===== config.mk =====
export PLATFORM = sky130hd
export DESIGN_NAME = pc_sequencer
export DESIGN_NICKNAME = d
export VERILOG_FILES = /design/src/rtl/pc_sequencer.sv
export SDC_FILE = /design/constraint.sdc
export NUM_CORES = 1
export LEC_CHECK = 0
export CAP_MARGIN = 20
export CORE_MARGIN = 8
export CORE_UTILIZATION = 50
export DETAILED_ROUTE_END_ITERATION = 16
export GPL_TIMING_DRIVEN = 1
export PLACE_DENSITY = 0.78
export SLEW_MARGIN = 20
export SYNTH_ARGS = -nofsm -noshare
export SYNTH_HDL_FRONTEND = slang
export SYNTH_SLANG_ARGS = --single-unit

===== constraint.sdc =====
create_clock -name clk -period 3.03 [get_ports clk]
set_input_delay 0.606 -clock clk [delete_from_list [all_inputs] [get_ports clk]]
set_output_delay 0.606 -clock clk [all_outputs]
set_load 0.005 [all_outputs]

===== src/rtl/pc_sequencer.sv =====
// Fetch-stage program-counter sequencer: computes the next PC from a control opcode
// and keeps a circular return-address stack for call/return.
module pc_sequencer #(
    parameter int                 ADDR_W    = 32,
    parameter int                 STEP      = 4,
    parameter logic [ADDR_W-1:0]  RESET_PC  = '0,
    parameter int                 RAS_DEPTH = 4
) (
    input  logic              clk,
    input  logic              rst,
    input  logic              stall,
    input  logic [2:0]        op,
    input  logic              take,
    input  logic [ADDR_W-1:0] offset,
    input  logic [ADDR_W-1:0] target,
    output logic [ADDR_W-1:0] pc,
    output logic [ADDR_W-1:0] pc_plus,
    output logic              ras_empty,
    output logic              ras_full,
    output logic              ras_ovf,
    output logic              ras_udf
);

    localparam int PTR_W = (RAS_DEPTH > 1) ? $clog2(RAS_DEPTH) : 1;
    localparam int CNT_W = PTR_W + 1;

    localparam logic [ADDR_W-1:0] STEP_V   = ADDR_W'(STEP);
    localparam logic [CNT_W-1:0]  FULL_CNT = CNT_W'(RAS_DEPTH);
    localparam logic [CNT_W-1:0]  CNT_ONE  = CNT_W'(1);
    localparam logic [PTR_W-1:0]  PTR_ONE  = PTR_W'(1);

    typedef enum logic [2:0] {
        OP_SEQ  = 3'b000,
        OP_BR   = 3'b001,
        OP_JMP  = 3'b010,
        OP_CALL = 3'b011,
        OP_RET  = 3'b100
    } op_e;

    op_e               op_dec;
    logic [ADDR_W-1:0] ras_mem [RAS_DEPTH];
    logic [PTR_W-1:0]  top_ptr;
    logic [CNT_W-1:0]  count;

    logic [ADDR_W-1:0] next_pc;
    logic              do_push;
    logic              do_pop;
    logic              ovf_evt;
    logic              udf_evt;

    assign op_dec    = op_e'(op);
    assign pc_plus   = pc + STEP_V;
    assign ras_empty = (count == '0);
    assign ras_full  = (count == FULL_CNT);

    always_comb begin
        // NOTE: every output of this block is given a default first so no path
        // leaves it unassigned, which would otherwise infer a latch.
        next_pc = pc_plus;
        do_push = 1'b0;
        do_pop  = 1'b0;
        udf_evt = 1'b0;
        case (op_dec)
            OP_BR:   if (take) next_pc = pc + offset;
            OP_JMP:  next_pc = target;
            OP_CALL: begin
                next_pc = target;
                do_push = 1'b1;
            end
            OP_RET: begin
                if (ras_empty) begin
                    udf_evt = 1'b1;
                end else begin
                    next_pc = ras_mem[top_ptr];
                    do_pop  = 1'b1;
                end
            end
            default: ;  // undefined opcodes fall through as SEQ
        endcase
        ovf_evt = do_push && ras_full;
    end

    // NOTE: sequential state uses non-blocking assignments so every register
    // samples pre-edge values regardless of statement order.
    always_ff @(posedge clk or posedge rst) begin
        if (rst) begin
            pc      <= RESET_PC;
            top_ptr <= '0;
            count   <= '0;
            ras_ovf <= 1'b0;
            ras_udf <= 1'b0;
        end else begin
            ras_ovf <= 1'b0;
            ras_udf <= 1'b0;
            if (!stall) begin
                pc      <= next_pc;
                ras_ovf <= ovf_evt;
                ras_udf <= udf_evt;
                if (do_push) begin
                    top_ptr <= top_ptr + PTR_ONE;
                    if (!ras_full) count <= count + CNT_ONE;
                end else if (do_pop) begin
                    top_ptr <= top_ptr - PTR_ONE;
                    count   <= count - CNT_ONE;
                end
            end
        end
    end

    // NOTE: stack storage is deliberately not reset; count and pointer define
    // validity, so the array can map onto plain flops or a small RAM.
    always_ff @(posedge clk) begin
        if (!stall && do_push) ras_mem[top_ptr + PTR_ONE] <= pc_plus;
    end

endmodule


==> run summary, run 1 <==
POWER
--------------------------------------------------------------------------------
Ratio of total power to cell area                                   743.9 nW/um2
Leakage power total                                                  0.005352 uW
Maximum resistive drop on vdd                                           554.7 uV

FLOORPLANNING
--------------------------------------------------------------------------------
Initial cell density of the core                                          51.10%
Placeable Area                                                         18020 um2
Die boundary height                                                     151.7 um
I/O pin total                                                                139
# rows                                                                        49
Die X-Extent                                                            151.7 um
Die area                                                               23020 um2

YOSYS
--------------------------------------------------------------------------------
Netlist area before placement                                           9211 um2
Post-synth ARST share                                                     23.35%
Number of flops mapped to enable cells by yosys                              128
Leading register cell type out of synthesis                             edfxtp_1
Yosys synthesis warning count                                                  0
Number of nets in the synthesized netlist                                    861
Dominant combinational cell family by area after synthesis          compound AO/OA/AOI/OAI gates
XOR/XNOR share of the synthesized area                                    4.659%
Flip-flop and latch count after synthesis                                    167
Mux cell area share after synthesis                                       9.087%
Number of standard cells after synthesis                                     752
Fraction of the mapped netlist area in adder cells                        5.325%
Post-synthesis simple-gate area fraction                                  10.80%
Sequential-to-total area share from yosys stat                            52.32%
Synth Area per Inst                                                    12.25 um2
Compound-cell area share of the yosys netlist                             15.23%
Cell variety after synth                                                      64

STATUS
--------------------------------------------------------------------------------
Failing checks                                                      setup timing
Outcome                                                             complete, but fails checks

TIMING
--------------------------------------------------------------------------------
Clock period minus final worst setup slack                              3.120 ns
Share of the clock period used by the worst path                          103.0%
Actual slew at the worst max-slew pin                                  0.9666 ns
Max Clock Skew                                                        0.01238 ns
Relative slew slack                                                       35.16%
Number of endpoints with negative hold slack in the final report               0
Final setup viols                                                              5
Max-slew violation count                                                       0
Setup TNS                                                             -0.3647 ns
Min Hold Slack                                                         0.5130 ns
Fmax                                                                  0.3205 GHz
RSZ-0062 raised after global routing                                        true
Worst Slack Setup Final                                              -0.08977 ns

PLACEMENT
--------------------------------------------------------------------------------
HPWL after DPL                                                          21440 um
Area after detailed placement                                          12030 um2
Placed Cells incl. Taps                                                     1251
Count of buffers from port buffering                                         138
Global placer's final weighted congestion                                 0.9513

CELLS AND AREA
--------------------------------------------------------------------------------
Final std cells w/o fill                                                    1313
Synth-to-Final Area Change                                                43.90%
Antenna diode instance count                                                   0
Net count, final                                                            1180
Commonest non-fill, non-tap cell in the layout                             buf_4
Post-route cell area                                                   13260 um2
Core occupancy in the finished layout                                     73.54%
Fraction of layout instances using a drive strength above 1               32.10%
Final-layout fill cell count                                                1188
Commonest cells after routing, fill and taps aside                  buf_4 (182), edfxtp_1 (128), clkdlybuf4s50_1 (113)

GLOBAL ROUTING
--------------------------------------------------------------------------------
Number of antenna violations at the first check in global routing              0
Overall overflow remaining after global route                                  0
Number of global-route vias before repair                                   8064
Global-route wire length before repair                                  45410 um
Total routing usage reported by global routing                            26.23%
Largest net degree at the start of global routing                             33

ROUTING
--------------------------------------------------------------------------------
Metal1 wirelength                                                       11800 um
First DRT Iteration DRCs                                                     736
Via count                                                                   7958
Via density                                                                6.061
Met3 routed WL                                                           2675 um
Number of remaining DRC errors                                                 0
Number of nets with antenna violations after routing                           0
Met2 routed wirelength                                                  14900 um
Drt first pass iters                                                           7
Final Routed Wirelength                                                 30210 um
Avg WL per Cell                                                         23.01 um
Uppermost signal routing layer after detailed routing                       met4

JOB
--------------------------------------------------------------------------------
Max Cap Violations                                                             0

CLOCKING
--------------------------------------------------------------------------------
Clock Path Buffers                                                             2
Clock latency reported for the late side of the worst-skew pair          0.44 ns
Buffer type at the clock tree root                                     clkbuf_16
Clock tree from TritonCTS                                                  built
Number of hold buffers added after CTS                                         0
CTS H-tree depth                                                               4
Number of buffers created by CTS                                              17
Clock sink total                                                             167
Clock Pin Slew Worst Setup and Hold Paths                                0.07 ns

CRITICAL PATH
--------------------------------------------------------------------------------
Arrival time at the worst endpoint                                       2.51 ns
Element type at the critical path end                                output port
Maximum net fanout on the critical path                                        3
Type of origin of the critical path                                     register
Required time of the critical path                                       2.42 ns
Class of the most critical setup path                                    reg2out

MIN PATH
--------------------------------------------------------------------------------
Min-delay worst type                                                     reg2reg

-- routing by layer --
metal  vias to the layer above  global-route usage (%)
met1                      3878                   34.09
met2                       443                   43.43
li1                       3565                       -
met4                         0                   10.04
met3                        72                   4.188
met5                         -                       0
-- worst max-delay path, cell delays in order, from the launching register on --
cell and delay, ns:
dfrtp_1 0.44, nand3_4 0.12, nor4_4 0.40, nand3_4 0.14, nor3_4 0.25, buf_4 0.17, nand3_1 0.11, xnor2_2 0.18
dlygate4sd2_1 0.26
-- final cells by class --
cell class              count  area (um2)  area share, %
clock inverters            15       156.4          1.180
clock buffers              17       425.4          3.209
flip-flops and latches    167        4821          36.37
well taps                 229       286.5          2.162
inverters                  26       97.59         0.7363
repair buffers            334        2907          21.93
multi-input cells         525        4562          34.42
-- worst paths after layout --
check	from	to	slack, ns	cells after the start
max	pc[5]	pc_plus[25]	-0.09	8
min	count[2]	count[2]	0.51	1
max reg2reg	pc[10]	pc[28]	0.12	11
min reg2reg	count[2]	count[2]	0.51	1
max in group asynchronous	rst	pc[2]	1.81	3
min in group asynchronous	rst	top_ptr[0]	0.57	2
-- cells in the mapped netlist (3+ instances only) --
cell type,count,share of area (%)
a211oi_1,3,0.24
a21o_1,12,0.98
a21oi_1,48,2.6
a221o_1,8,0.87
a221oi_1,20,1.9
a222oi_1,7,0.76
a22oi_1,11,0.90
a2bb2oi_1,6,0.57
a31oi_1,5,0.34
and2_1,5,0.34
and3_1,8,0.54
and4_1,3,0.29
buf_2,3,0.16
clkbuf_1,27,1.1
dfrtp_1,39,11
edfxtp_1,128,42
ha_1,36,4.9
inv_1,26,1.1
mux2_2,5,0.61
mux2i_1,6,0.65
mux4_2,32,7.8
nand2_1,54,2.2
nand2b_1,6,0.41
nand3_1,18,0.98
nand4_1,8,0.54
nor2_1,52,2.1
nor2b_1,6,0.41
nor3_1,14,0.76
nor3b_1,4,0.33
o211ai_1,3,0.24
o21a_1,7,0.57
o21ai_0,39,2.1
o221ai_1,3,0.29
o22ai_1,3,0.20
o31ai_1,3,0.24
o32ai_1,3,0.29
or3_1,6,0.41
xnor2_1,36,3.4
xor2_1,13,1.2
-- logic make-up after synthesis --
family | Yosys count
DFF | 167
adders and majority gates | 38
and+or+nand+nor | 195
muxes | 43
AOI/OAI and AO/OA | 200
buffers and inverters | 60
xor gates and xnor gates | 49
-- stage by stage --
step,worst slack [ns],power [uW]
global placement,-0.5925,7321
finish,-0.08977,9861
global route,-0.1670,10320
CTS,-0.1151,9686
floorplan,0.04085,5274
detailed placement,-0.6099,7382
-- state kept, by name, summed over array words and instances (netlist names) --
register,count
ras_udf,1
pc,32
ras_ovf,1
count,3
top_ptr,2
ras_mem,128
-- report_power, final --
group          internal (uW)  switching [uW]  leakage (uW)
logic                   2440            2200       0.00344
registers               2830             272       0.00164
clock network           1100            1020      0.000280
total                   6360            3500       0.00535
-- repair_timing --
item,CTS,global route
gates cloned,0,0
pin swaps,36,30
resized for setup,80,49
buffers inserted,25,5
endpoints found under the setup margin,27,30
Note: power is estimated with default switching activity, not from simulation.
==> inputs of run 2 (changes only) <==
--- a/config.mk
+++ b/config.mk
@@ -5,12 +5,13 @@
 export SDC_FILE = /design/constraint.sdc
 export NUM_CORES = 1
 export LEC_CHECK = 0
+export ABC_AREA = 1
 export CAP_MARGIN = 20
 export CORE_MARGIN = 8
-export CORE_UTILIZATION = 50
+export CORE_UTILIZATION = 56
 export DETAILED_ROUTE_END_ITERATION = 16
 export GPL_TIMING_DRIVEN = 1
-export PLACE_DENSITY = 0.78
+export PLACE_DENSITY = 0.81
 export SLEW_MARGIN = 20
 export SYNTH_ARGS = -nofsm -noshare
 export SYNTH_HDL_FRONTEND = slang
==> constraint.sdc (replaced) <==
create_clock -name clk -period 3.58 [get_ports clk]
set_input_delay 0.716 -clock clk [delete_from_list [all_inputs] [get_ports clk]]
set_output_delay 0.716 -clock clk [all_outputs]
set_load 0.005 [all_outputs]
==> run 2 against run 1 <==
Effect of this change:
- wire length grew 11%
- largest cell class unchanged
- critical endpoint is now pc_plus[13]
- via count grew 24%
- synthesized cell count grew 76%
- clock skew shrank 0.0032 ns
- hold slack lost 0.020 ns
- non-clock buffer count shrank 169
- register-to-register slack gained 0.93 ns
- sequential share of layout area grew 1.3 points
- flip-flop and latch count is the same
- sequential power shrank 14%
- total power shrank 19%
- final cell count grew 31%
- the run now ends clean
==> run summary, run 2 <==
FLOORPLANNING
--------------------------------------------------------------------------------
Die area                                                               23200 um2
Initial cell density of the core                                          56.39%
Die boundary height                                                     152.3 um
Placeable Area                                                         18460 um2
I/O pin total                                                                139
Die X-Extent                                                            152.3 um
# rows                                                                        50

TIMING
--------------------------------------------------------------------------------
Max-slew violation count                                                       0
Final setup viols                                                              0
Number of endpoints with negative hold slack in the final report               0
Max Clock Skew                                                       0.009135 ns
Relative slew slack                                                       38.78%
Share of the clock period used by the worst path                          99.39%
Actual slew at the worst max-slew pin                                  0.9174 ns
Worst Slack Setup Final                                               0.02190 ns
Clock period minus final worst setup slack                              3.558 ns
Fmax                                                                  0.2810 GHz

CLOCKING
--------------------------------------------------------------------------------
Clock Pin Slew Worst Setup and Hold Paths                                0.07 ns
CTS H-tree depth                                                               4
Number of hold buffers added after CTS                                         0
# resized after CTS                                                            0
Buffer type at the clock tree root                                     clkbuf_16
Clock sink total                                                             167
Clock Path Buffers                                                             2
Clock latency reported for the late side of the worst-skew pair          0.43 ns
# Post-CTS Setup Buffers                                                       0
Number of buffers created by CTS                                              17
Clock tree from TritonCTS                                                  built

CELLS AND AREA
--------------------------------------------------------------------------------
Post-route cell area                                                   12810 um2
Final-layout fill cell count                                                1528
Net count, final                                                            1582
Fraction of layout instances using a drive strength above 1               7.739%
Commonest cells after routing, fill and taps aside                  nand2_1 (454), inv_1 (189), clkdlybuf4s50_1 (138)
Synth-to-Final Area Change                                                23.05%
Flip-flop count of the largest register after layout                         128
Commonest non-fill, non-tap cell in the layout                           nand2_1
Largest registers                                                   ras_mem x128, pc x32, count x3
Top register by number of flip-flops                                     ras_mem
Antenna diode instance count                                                   0

CRITICAL PATH
--------------------------------------------------------------------------------
Critical Path Slowest Stage Cell                                    clkdlybuf4s50_1
Maximum net fanout on the critical path                                        6
Class of the most critical setup path                                    reg2out
Largest stage delay on the critical path                                 0.60 ns
Arrival time at the worst endpoint                                       2.84 ns
Cell class contributing the biggest share of worst-path delay       simple AND/OR/NAND/NOR gates
Chain of cells forming the critical path                            inv_1 -> nor3_2 -> nand3_4 -> nor2_4 -> xor2_2 -> clkdlybuf4s50_1
Required time of the critical path                                       2.86 ns
Crit path buf inv count                                                        2
Type of origin of the critical path                                     register
Element type at the critical path end                                output port

GLOBAL ROUTING
--------------------------------------------------------------------------------
Total routing usage reported by global routing                            28.73%
Global-route wire length before repair                                  51920 um
Met2 GRT Util                                                             45.93%
Number of global-route vias before repair                                   9516
Met3 Usage GRT                                                            6.835%
Global Route met1 Usage                                                   36.49%
Largest net degree at the start of global routing                             68
Number of antenna violations at the first check in global routing              1
Overall overflow remaining after global route                                  0
Busiest layer in global routing                                             met2

YOSYS
--------------------------------------------------------------------------------
Sequential-to-total area share from yosys stat                            46.31%
Number of flops mapped to enable cells by yosys                              128
Post-synth ARST share                                                     23.35%
Leading register cell type out of synthesis                             edfxtp_1
Area share of the largest cell type after synthesis                       36.93%
Yosys synthesis warning count                                                  0
Flip-flop and latch count after synthesis                                    167
Netlist area before placement                                          10410 um2
Most frequent cell after synthesis                                       nand2_1
Number of standard cells after synthesis                                    1326
Number of nets in the synthesized netlist                                   1435
Cell variety after synth                                                      49
Cells taking the most area after synthesis                          edfxtp_1 (37%), nand2_1 (16%), dfrtp_1 (9.4%), inv_1 (6.9%), nand3_1 (5.1%)
Yosys top cell by area                                                  edfxtp_1
Synth Area per Inst                                                    7.849 um2
Leading post-synthesis cells by instance count                      nand2_1 (454), inv_1 (191), edfxtp_1 (128)

PLACEMENT
--------------------------------------------------------------------------------
Global placer's final weighted congestion                                  1.026
Area after detailed placement                                          12160 um2
Worst-case setup slack after placement                                 0.4533 ns
HPWL after DPL                                                          24970 um
Count of buffers from port buffering                                         138

JOB
--------------------------------------------------------------------------------
Max Cap Violations                                                             0

ROUTING
--------------------------------------------------------------------------------
Via count                                                                   9866
Number of nets with antenna violations after routing                           0
Avg WL per Cell                                                         19.54 um
Drt first pass iters                                                           5
Via density                                                                5.736
Final Routed Wirelength                                                 33610 um
Number of remaining DRC errors                                                 0
First DRT Iteration DRCs                                                    1069

STATUS
--------------------------------------------------------------------------------
Outcome                                                             complete, no violations

POWER
--------------------------------------------------------------------------------
Leakage power total                                                  0.005771 uW
Maximum resistive drop on vdd                                           426.5 uV
Ratio of total power to cell area                                   622.6 nW/um2

MIN PATH
--------------------------------------------------------------------------------
Min-delay worst type                                                     reg2reg

run 2: cell types whose count changed in the layout (fill, tap and decap cells not counted), sizes merged, moves of 18 or more:
| cell | before | now |
|---|---|---|
| nand2 | 54 | 465 |
| xnor2 | 36 | 7 |
| nor2 | 52 | 84 |
| mux4 | 32 | 0 |
| buf | 203 | 27 |
| inv | 33 | 202 |
| nand3 | 20 | 111 |
| clkdlybuf4s50 | 113 | 138 |
| a32oi | 0 | 18 |
run 2: worst paths after layout:
check | from | end | slack (ns) | depth (start not counted)
setup / recovery | pc[6] | pc_plus[13] | 0.02 | 6
hold / removal | count[2] | count[2] | 0.49 | 1
setup reg to reg | pc[0] | pc[16] | 1.05 | 15
hold reg to reg | count[2] | count[2] | 0.49 | 1
max in group asynchronous | rst | pc[11] | 2.31 | 3
min in group asynchronous | rst | ras_udf | 0.51 | 2
run 2: area by class of cell:
cell class / count / area (um2) / share of cell area, %
clock inverter: 15 / 185.2 / 1.446
multi-input combinational: 924 / 4738 / 37.00
clock buffer: 17 / 425.4 / 3.322
inverter: 198 / 743.2 / 5.804
timing repair buffer: 165 / 1597 / 12.47
sequential: 167 / 4825 / 37.67
tap: 234 / 292.8 / 2.286
run 2: logic make-up after synthesis:
family | share of synthesized area (%)
simple gates | 28.59
buf+inv | 8.608
flops | 46.31
compound gates | 9.437
fa+ha+maj | 4.713
xor+xnor | 2.236
mux | 0.1082
run 2: per-layer routing:
| metal | wire length, um | share of wire (%) |
|---|---|---|
| met1 | 13180 | 39 |
| met2 | 15430 | 46 |
| met3 | 3710 | 11 |
| met4 | 1287 | 3.8 |
| met5 | 10 | 0.030 |
run 2: metrics by stage:
| step | setup TNS, ns | hold WS (ns) | total power (uW) | util [%] | instances |
|---|---|---|---|---|---|
| 5_1_grt | -0.1727 | 0.5218 | 8403 | 69.39 | 1720 |
| 3_5_place_dp | 0 | 0.4849 | 6025 | 65.86 | 1688 |
| 4_1_cts | 0 | 0.4937 | 7896 | 69.17 | 1720 |
| 6_report | 0 | 0.4929 | 7973 | 69.39 | 1720 |
| 3_3_place_gp | 0 | 0.4604 | 5953 | 65.86 | 1688 |
| 2_1_floorplan | 0 | 0.4416 | 4637 | - | 1326 |
run 2: power by group:
part | internal, uW | leakage (uW) | switching, uW | total (uW)
Sequential | 2390 | 0.00164 | 276 | 2660
Clock | 1060 | 0.000291 | 825 | 1890
Combinational | 1280 | 0.00384 | 2150 | 3430
==> inputs of run 3 (changes only) <==
--- a/config.mk
+++ b/config.mk
@@ -6,7 +6,7 @@
 export NUM_CORES = 1
 export LEC_CHECK = 0
 export ABC_AREA = 1
-export CAP_MARGIN = 20
+export CORE_ASPECT_RATIO = 0.75
 export CORE_MARGIN = 8
 export CORE_UTILIZATION = 56
 export DETAILED_ROUTE_END_ITERATION = 16
==> run 3 against run 2 <==
Effect of this change:
- hold slack improved by 0.0041 ns
- combinational power grew 2%
- design area increased by 0.59%
- global-route usage grew 0.11 points
- clock-buffer cell count unchanged
- highest routed layer is now met4
==> run summary, run 3 (synthesis results as in run 2) <==
CRITICAL PATH
--------------------------------------------------------------------------------
Worst r2r path cells                                                          15
Required time of the critical path                                       2.86 ns
Critical Path Slowest Stage Cell                                         dfrtp_1
Reg-to-reg endpoint                                                       pc[16]
Worst reg2reg setup slack                                                1.04 ns
Most used cell, CP                                                       nand2_1
Type of origin of the critical path                                     register
Largest stage delay on the critical path                                 0.57 ns
Maximum net fanout on the critical path                                        6
Arrival time at the worst endpoint                                       2.78 ns
Reg2Reg Launch Point                                                       pc[0]
Class of the most critical setup path                                    reg2out
Element type at the critical path end                                output port
Chain of cells forming the critical path                            nand2_1 -> nor2_1 -> nand2_1 -> nor4_1 -> nand2_1 -> nand2_1 -> nand2_1 -> inv_1 -> clkdlybuf4s50_1

CELLS AND AREA
--------------------------------------------------------------------------------
Core occupancy in the finished layout                                     70.21%
Post-route cell area                                                   12880 um2
Commonest cells after routing, fill and taps aside                  nand2_1 (454), inv_1 (189), clkdlybuf4s50_1 (135)
Flip-flop count of the largest register after layout                         128
Synth-to-Final Area Change                                                23.77%
Fraction of layout instances using a drive strength above 1               8.384%
Commonest non-fill, non-tap cell in the layout                           nand2_1
Top register by number of flip-flops                                     ras_mem
Largest registers                                                   ras_mem x128, pc x32, count x3
Net count, final                                                            1587
Antenna diode instance count                                                   0

STATUS
--------------------------------------------------------------------------------
Outcome                                                             complete, no violations

ROUTING
--------------------------------------------------------------------------------
Number of remaining DRC errors                                                 0
Via density                                                                5.756
First DRT Iteration DRCs                                                    1265
Final Routed Wirelength                                                 34220 um
Via count                                                                  10000
Avg WL per Cell                                                         19.69 um
Number of nets with antenna violations after routing                           0
Drt first pass iters                                                           7

FLOORPLANNING
--------------------------------------------------------------------------------
Die area                                                               23250 um2
# rows                                                                        43
Die X-Extent                                                            173.4 um
Placeable Area                                                         18350 um2
I/O pin total                                                                139
Initial cell density of the core                                          56.73%
Die boundary height                                                     134.1 um

GLOBAL ROUTING
--------------------------------------------------------------------------------
Number of antenna violations at the first check in global routing              0
Overall overflow remaining after global route                                  0
Number of global-route vias before repair                                   9162
Largest net degree at the start of global routing                             46
Global-route wire length before repair                                  51880 um
Total routing usage reported by global routing                            28.84%

MIN PATH
--------------------------------------------------------------------------------
Startpoint of the most critical hold path                               count[2]
Worst hold endpoint                                                     count[2]
Min-delay worst type                                                     reg2reg
Instance count along the most critical hold path                               1

POWER
--------------------------------------------------------------------------------
Leakage power total                                                  0.005848 uW
Maximum resistive drop on vdd                                           399.0 uV
Ratio of total power to cell area                                   616.5 nW/um2
Total design power                                                       7941 uW

TIMING
--------------------------------------------------------------------------------
Max Clock Skew                                                        0.01390 ns
Actual slew at the worst max-slew pin                                  0.8516 ns
Share of the clock period used by the worst path                          97.55%
Min Hold Slack                                                         0.4970 ns
Worst Slack Setup Final                                               0.08770 ns
RSZ-0062 raised after global routing                                        true
Fmax                                                                  0.2863 GHz
Number of endpoints with negative hold slack in the final report               0
Max-slew violation count                                                       0
Clock period minus final worst setup slack                              3.492 ns
Relative slew slack                                                       42.87%
Final setup viols                                                              0

PLACEMENT
--------------------------------------------------------------------------------
Worst-case setup slack after placement                                 0.3834 ns
Global placer's final weighted congestion                                  1.041
HPWL after DPL                                                          25280 um
Area after detailed placement                                          12200 um2
Count of buffers from port buffering                                         138

CLOCKING
--------------------------------------------------------------------------------
Clock Pin Slew Worst Setup and Hold Paths                                0.07 ns
CTS H-tree depth                                                               4
Clock sink total                                                             167
Clock tree from TritonCTS                                                  built
Clock Path Buffers                                                             2
Number of buffers created by CTS                                              17
Clock latency reported for the late side of the worst-skew pair          0.44 ns
Buffer type at the clock tree root                                     clkbuf_16
Number of hold buffers added after CTS                                         0

JOB
--------------------------------------------------------------------------------
Max Cap Violations                                                             0

## run 3: final cells by class
class	instances	area [um2]
Sequential cell	167	4830
Clock inverter	15	167.7
Tap cell	247	309.0
Timing Repair Buffer	170	1642
Clock buffer	17	425.4
Multi-Input combinational cell	924	4765
Fill cell	1472	5465
Inverter	198	743.2
## run 3: through the flow
stage                TNS, ns  instances
finish                     0       1738
global route        -0.02479       1738
CTS                        0       1736
detailed placement         0       1704
global placement           0       1704
floorplan                  0       1326
## run 3: how the worst max path moves through the flow
stage / from / endpoint / slack, ns / depth (start not counted)
2_1_floorplan: op[1] / ras_mem[0][0] / 0.56 / 4
6_report: pc[19] / pc_plus[29] / 0.09 / 9
4_1_cts: pc[3] / pc_plus[28] / 0.02 / 11
3_3_place_gp: pc[9] / pc_plus[21] / 0.44 / 6
3_5_place_dp: pc[5] / pc_plus[21] / 0.38 / 6
5_1_grt: pc[2] / pc_plus[25] / -0.02 / 9
## run 3: layer usage
metal  share of wire (%)  GRT usage [%]  up-vias
li1                    -              -     4650
met1                  41          39.72     4583
met2                  43          42.76      699
met3                  13          8.031       72
met4                 2.9          10.65        0
met5                   0              0        -
## run 3: power by group
group | switching (uW) | internal, uW | total, uW | leakage, uW
Sequential | 264 | 2390 | 2650 | 0.00164
Combinational | 2200 | 1290 | 3490 | 0.00393
Clock | 865 | 931 | 1800 | 0.000283
Total | 3330 | 4610 | 7940 | 0.00585
## run 3: repair_timing
| item | 4_1_cts | 5_1_grt |
|---|---|---|
| gates resized for setup | 3 | 15 |
| setup endpoints to repair | 3 | 12 |
| buffers inserted | 0 | 2 |
| pin swaps | 0 | 1 |
## run 3: worst max-delay path, delay by kind of cell (launching register included)
kind	cells	cell delay (ns)
DFF	1	0.57
and+or+nand+nor	7	1.08
buffers and inverters	2	0.71
